**src/rtl/spi_input_conditioner.sv**
```systemverilog
// Raw SPI pin conditioning: each of sclk/cs/mosi is synchronized, debounced and
// edge-detected in the s_clk domain by an identical per-channel pipeline.

module spi_input_conditioner_ch #(
    parameter int   COUNTER_WIDTH = 3,
    parameter int   WAIT_TIME     = 3,
    parameter logic RESET_BIT     = 1'b0
) (
    input  logic s_clk,
    input  logic reset,
    input  logic noisy,
    output logic conditioned,
    output logic positiveedge,
    output logic negativeedge
);

    localparam logic [COUNTER_WIDTH-1:0] WAIT_CNT = COUNTER_WIDTH'(WAIT_TIME);
    localparam logic [COUNTER_WIDTH-1:0] CNT_ONE  = COUNTER_WIDTH'(1);

    logic                     sync0;
    logic                     sync1;
    logic [COUNTER_WIDTH-1:0] cnt;
    logic                     mismatch;
    logic                     accept;

    assign mismatch = (sync1 != conditioned);
    // A new level is taken only after WAIT_TIME+1 back-to-back mismatching samples.
    assign accept   = mismatch && (cnt == WAIT_CNT);

    always_ff @(posedge s_clk) begin
        if (reset) begin
            sync0 <= RESET_BIT;
            sync1 <= RESET_BIT;
        end else begin
            sync0 <= noisy;
            sync1 <= sync0;
        end
    end

    always_ff @(posedge s_clk) begin
        if (reset) begin
            cnt         <= '0;
            conditioned <= RESET_BIT;
        end else if (!mismatch) begin
            cnt <= '0;
        end else if (accept) begin
            cnt         <= '0;
            conditioned <= sync1;
        end else begin
            cnt <= cnt + CNT_ONE;
        end
    end

    // Strobes derive from the accept decision, so reset can never fire one.
    always_ff @(posedge s_clk) begin
        if (reset) begin
            positiveedge <= 1'b0;
            negativeedge <= 1'b0;
        end else begin
            positiveedge <= accept &  sync1;
            negativeedge <= accept & ~sync1;
        end
    end

endmodule

module spi_input_conditioner #(
    parameter int         COUNTER_WIDTH = 3,
    parameter int         WAIT_TIME     = 3,
    parameter logic [2:0] RESET_VALUE   = 3'b010
) (
    input  logic       s_clk,
    input  logic       reset,
    input  logic [2:0] noisy,
    output logic [2:0] conditioned,
    output logic [2:0] positiveedge,
    output logic [2:0] negativeedge
);

    localparam int NUM_CH = 3;

    generate
        if (WAIT_TIME >= (1 << COUNTER_WIDTH)) begin : g_bad_param
            $error("WAIT_TIME must fit in COUNTER_WIDTH bits");
        end
    endgenerate

    genvar i;
    generate
        for (i = 0; i < NUM_CH; i++) begin : g_ch
            spi_input_conditioner_ch #(
                .COUNTER_WIDTH (COUNTER_WIDTH),
                .WAIT_TIME     (WAIT_TIME),
                .RESET_BIT     (RESET_VALUE[i])
            ) u_ch (
                .s_clk        (s_clk),
                .reset        (reset),
                .noisy        (noisy[i]),
                .conditioned  (conditioned[i]),
                .positiveedge (positiveedge[i]),
                .negativeedge (negativeedge[i])
            );
        end
    endgenerate

endmodule

```
**config.mk**
```make
export PLATFORM = sky130hd
export DESIGN_NAME = spi_input_conditioner
export DESIGN_NICKNAME = d
export VERILOG_FILES = /design/src/rtl/spi_input_conditioner.sv
export SDC_FILE = /design/constraint.sdc
export NUM_CORES = 1
export LEC_CHECK = 0
export CAP_MARGIN = 10
export CORE_MARGIN = 2
export CORE_UTILIZATION = 30
export CTS_BUF_LIST = sky130_fd_sc_hd__clkbuf_4
export DETAILED_ROUTE_END_ITERATION = 7
export PLACE_DENSITY = 0.59
export SKIP_LAST_GASP = 1
export SLEW_MARGIN = 10
export SYNTH_ARGS = -nofsm -noshare
export SYNTH_HDL_FRONTEND = slang
export SYNTH_SLANG_ARGS = --single-unit
```
**constraint.sdc**
```tcl
create_clock -name s_clk -period 1.8 [get_ports s_clk]
set_input_delay 0.27 -clock s_clk [delete_from_list [all_inputs] [get_ports s_clk]]
set_output_delay 0.27 -clock s_clk [all_outputs]
set_load 0.02 [all_outputs]
```
---- Word level (Yosys, flattened, before mapping) ----
Index checks and enable logic that the tools add are counted.
storage, ports and cells
  word-level logic and storage cells ...... 48
  bits of input ports ..................... 5
  bits in registers ....................... 24
  output and inout bits ................... 9
  RAM bits ................................ 0
  bits in latches ......................... 0
  memories kept ........................... 0
  bits in read-only memories .............. 0
cells by class
  multiply operators ...................... 0
  mux-type cells .......................... 0
  reductions and logical operators ........ 9
  order comparisons ....................... 0
  shift-type cells ........................ 0
  div/mod/pow operators ................... 0
  bitwise operators ....................... 12
  eq/ne operators ......................... 6
  $add $sub $neg .......................... 3
operators by type and width
  kind                   count
  $add A3 B1 Y3 const B  3
  $eq A3 B2 Y1 const B   3
  $reduce_or A3 Y1       3
  $and A1 B1 Y1          6
  $not A1 Y1             6
  $reduce_and A2 Y1      3
  $logic_and A1 B1 Y1    3
  $ne A1 B1 Y1           3

---- Logic depth before layout (Yosys ltp) ----
  depth in word-level cells ............... 3
  mapped depth ............................ 4

---- Hierarchy ----
From an unflattened synthesis, not the netlist that was laid out.
unflattened totals
  cells, all modules ...................... 63
  area, all modules ....................... 832.0 sq um
by module, submodules not included
  module                                        area each (sq um)  instances  cells an instance
  spi_input_conditioner_ch at g_ch[0].u_ch ...  276.5              2          21
  spi_input_conditioner_ch at g_ch[1].u_ch      279.0              1          21

---- Worst setup path after synthesis ----
OpenSTA, ideal clock, no wires.
  kind .................................... register -> register
  start point ............................. reg g_ch[1].u_ch.cnt[0]
  end point ............................... reg g_ch[1].u_ch.conditioned
  cell stages (with the launch flop) ...... 4
  setup time .............................. 120 ps
  buffers on the path ..................... 0
  arrival time ............................ 1001 ps
  slack ................................... 679 ps
  clock period less this slack ............ 1121 ps
  cell sequence ........................... dfxtp_1 -> ha_1 -> ha_1 -> a211o_1
on the way
  cells in the longest elaborated chain, start to end .. 3
RTL lines
  what                                RTL line  source
  start, declared                     22        logic [COUNTER_WIDTH-1:0] cnt;
  start signal, assigned              50        cnt <= cnt + CNT_ONE;
  $eq A3 B2 Y1                        28        assign accept = mismatch && (cnt == WAIT_CNT);
  $logic_and A1 B1 Y1                 28
  $reduce_and A2 Y1 (no source line)  n/a
  end signal, assigned                48        conditioned <= sync1;
  end, declared                       12        output logic conditioned,
Every way passes these cells.
A chain may end at the register's enable or synchronous reset.

---- Worst setup path in the final report ----
  start point ............................. reg g_ch[0].u_ch.conditioned
  end point ............................... out conditioned[0]
RTL lines
  what                    RTL line  source
  start, declared         12
  start signal, assigned  48
  end, declared           75        output logic [2:0] conditioned,
No word-level cell between the ends.

==> results.sh <==
export IMPL_nets=93
export IMPL_status="finished clean"
export IMPL_grt_pass1_wl_mm=1.92
export IMPL_seq_power_share_pct=68.6
export IMPL_synthTopCellsByCount="24 x dfxtp_1, 9 x buf_4, 6 x and4bb_2, 6 x ha_1, 6 x nor4_1"
export IMPL_cp_end_kind="output pin"
export IMPL_drt_iter0_drc=0
export IMPL_min_path_type="register to register"
export IMPL_ys_seq_area_share_pct=52.2
export IMPL_met2_usage_pct=11.3
export IMPL_ios=14
export IMPL_finalHoldViolations=0
export IMPL_path_class="register to output pin"
export IMPL_cts_resized_gates=0
export IMPL_track_usage_pct=7.46
export IMPL_cts_htree_levels=1
export IMPL_netSwitchingPower_mw=0.157
export IMPL_grt_ovfl_total=0
export IMPL_cp_max_fo=5
export IMPL_clock_latency_ns=0.30
export IMPL_path_delay_family="buffers and inverters"
export IMPL_slew_limit_headroom_pct=80.1
export IMPL_antenna_found_initial=0
export IMPL_ir_drop_mv=0.303
export IMPL_die_h_um=59.4
export IMPL_drc=0
export IMPL_drive_gt1_share_pct=18.8
export IMPL_dpl_cell_area_um2=1010
export IMPL_syn_num_nets=85
export IMPL_pwr_share_comb_pct=3.9
export IMPL_synth_area_top_cells="dfxtp_1 52%, and4bb_2 8.2%, ha_1 8.2%"
export IMPL_ys_seq_elements=24
export IMPL_async_flop_share_pct=0
export IMPL_final_cell_area_um2=1030
export IMPL_fin_skew_ns=0.00669
export IMPL_syn_avg_cell_area_um2=12.4
export IMPL_slew_viol_final=0
export IMPL_pwr_share_clk_pct=27.5
export IMPL_fmax_mhz=617
export IMPL_wl_per_cell_um=10.1
export IMPL_num_vias=504
export IMPL_crit_path_top_delay_cell="clkdlybuf4s50_1"
export IMPL_cp_cell_sequence="clkdlybuf4s50_1"
export IMPL_max_stage_delay_ns=0.63
export IMPL_start_util_pct=30.9
export IMPL_multi_input_area_um2=339
export IMPL_core_area_um2=2980
export IMPL_num_fill_cells=307
export IMPL_path_clk_slew_ns=0.11
export IMPL_cp_num_buf_inv=1
export IMPL_area_delta_synth_final_pct=12.1
export IMPL_synthFlopType="dfxtp_1"
export IMPL_tns_ns=0
export IMPL_p_per_area_nw_per_um2=768
export IMPL_synth_edff_count=0
export IMPL_seq_area_um2=480
export IMPL_synthCells=74
export IMPL_cts_setup_buffers=0
export IMPL_synth_top_area_share_pct=52.2
export IMPL_rsz0062_at_grt="false"
export IMPL_finalCritPeriodShare_pct=90.0
export IMPL_cp_start_kind="register"
export IMPL_gp_congestion=0.642
export IMPL_first_pass_iters=1
export IMPL_die_w_um=59.4
export IMPL_portBuffers=13
export IMPL_synth_top_cell_by_area="dfxtp_1"
export IMPL_drv_max_cap_violation_count=0
export IMPL_hpwlAfterDp_um=838
export IMPL_yosysWarnings=0
export IMPL_die_area_um2=3530
export IMPL_swShare_pct=19.8
export IMPL_period_minus_slack_ns=1.62
export IMPL_cp_required_ns=1.53
export IMPL_ctsHoldBuffers=0
export IMPL_use_met3_pct=1.97
export IMPL_setup_violations=0
export IMPL_antenna_cells=0
export IMPL_synth_most_common_cell="dfxtp_1"
export IMPL_cts_tree="built"
export IMPL_netlist_area_um2=921
export IMPL_cts_made_buffers=3
export IMPL_drt_wl_total_mm=1.14
export IMPL_arrival_ns=1.35
export IMPL_synth_cell_types=14
export IMPL_grt_use_met1_pct=8.84
export IMPL_ant_nets=0
export IMPL_busiest_layer="met2"
export IMPL_power_leakage_nw=0.371
export IMPL_cts_sinks=24
export IMPL_tightest_slew_ns=0.296
export IMPL_grt_pass1_vias=467
export IMPL_clock_root_buffer="clkbuf_4"
export IMPL_internal_power_mw=0.635
export IMPL_viasPerCell=4.46
export IMPL_grt_start_max_net_pins=25
export IMPL_num_rows=20
export IMPL_cts_path_max_buffers=2
metrics by stage:
step / setup slack (ns) / utilization [%] / hold WS [ns] / instances / total power [mW]
3_3_place_gp: 0.440 / 33.9 / 0.394 / 110 / 0.586
2_1_floorplan: 0.679 / - / 0.374 / 74 / 0.576
5_1_grt: 0.117 / 34.7 / 0.436 / 113 / 0.829
3_5_place_dp: 0.440 / 33.9 / 0.393 / 110 / 0.587
6_report: 0.179 / 34.7 / 0.419 / 113 / 0.792
4_1_cts: 0.163 / 34.7 / 0.421 / 113 / 0.805
layout by cell type, fill, tap and decap left out, drive strengths merged:
| master | synthesis | layout |
|---|---|---|
| mux2i | 2 | 2 |
| nor2 | 2 | 2 |
| inv | 3 | 3 |
| or2 | 2 | 2 |
| dfxtp | 24 | 24 |
| nor4 | 6 | 6 |
| a211o | 1 | 1 |
| buf | 11 | 1 |
| xnor2 | 3 | 3 |
| clkdlybuf4s50 | 0 | 13 |
| nor4b | 3 | 3 |
| ha | 6 | 6 |
| clkbuf | 0 | 3 |
| nor2b | 5 | 5 |
| and4bb | 6 | 6 |
layout make-up:
class	count	share of cell area, %
flip-flops and latches	24	46.5
repair buffers	14	13.3
well taps	33	4.00
multi-input cells	36	32.8
inverters	3	1.09
clock buffers	3	2.18
flip-flops by register name, indices dropped and copies added, names as in the netlist:
register                count
g_ch.u_ch.positiveedge      3
g_ch.u_ch.sync0             3
g_ch.u_ch.conditioned       3
g_ch.u_ch.cnt               9
g_ch.u_ch.sync1             3
g_ch.u_ch.negativeedge      3
routing by layer:
| metal | wire (um) | vias up |
|---|---|---|
| met3 | 36 | 4 |
| li1 | - | 262 |
| met5 | 0 | - |
| met1 | 569 | 229 |
| met2 | 503 | 9 |
| met4 | 30 | 0 |
cell families (layout without fill, tap and decap cells):
| kind of cell | Yosys count | in the layout | share of synthesized area, % |
|---|---|---|---|
| XOR/XNOR | 3 | 3 | 2.85 |
| AO/OA/AOI/OAI | 1 | 1 | 0.951 |
| flip-flops | 24 | 24 | 52.2 |
| multiplexers | 2 | 2 | 2.17 |
| AND/OR/NAND/NOR | 24 | 24 | 22.7 |
| adder cells (fa/ha/maj) | 6 | 6 | 8.15 |
| buffers and inverters | 14 | 20 | 11.0 |
power groups by stage:
stage | registers (mW) | clock network, mW | logic [mW]
floorplan | 0.555 | 0 | 0.0217
CTS | 0.544 | 0.230 | 0.0313
global route | 0.545 | 0.249 | 0.0345
finish | 0.544 | 0.218 | 0.0307
global placement | 0.555 | 0 | 0.0307
detailed placement | 0.556 | 0 | 0.0313
worst paths after layout:
path / start / to / slack, ns / cells past startpoint
setup reg to reg: g_ch[1].u_ch.cnt[0] / g_ch[1].u_ch.conditioned / 0.61 / 3
setup / recovery: g_ch[0].u_ch.conditioned / conditioned[0] / 0.18 / 1
hold / removal: g_ch[1].u_ch.sync0 / g_ch[1].u_ch.sync1 / 0.42 / 1
hold reg to reg: g_ch[1].u_ch.sync0 / g_ch[1].u_ch.sync1 / 0.42 / 1
Note: power is estimated with default switching activity, not from simulation.
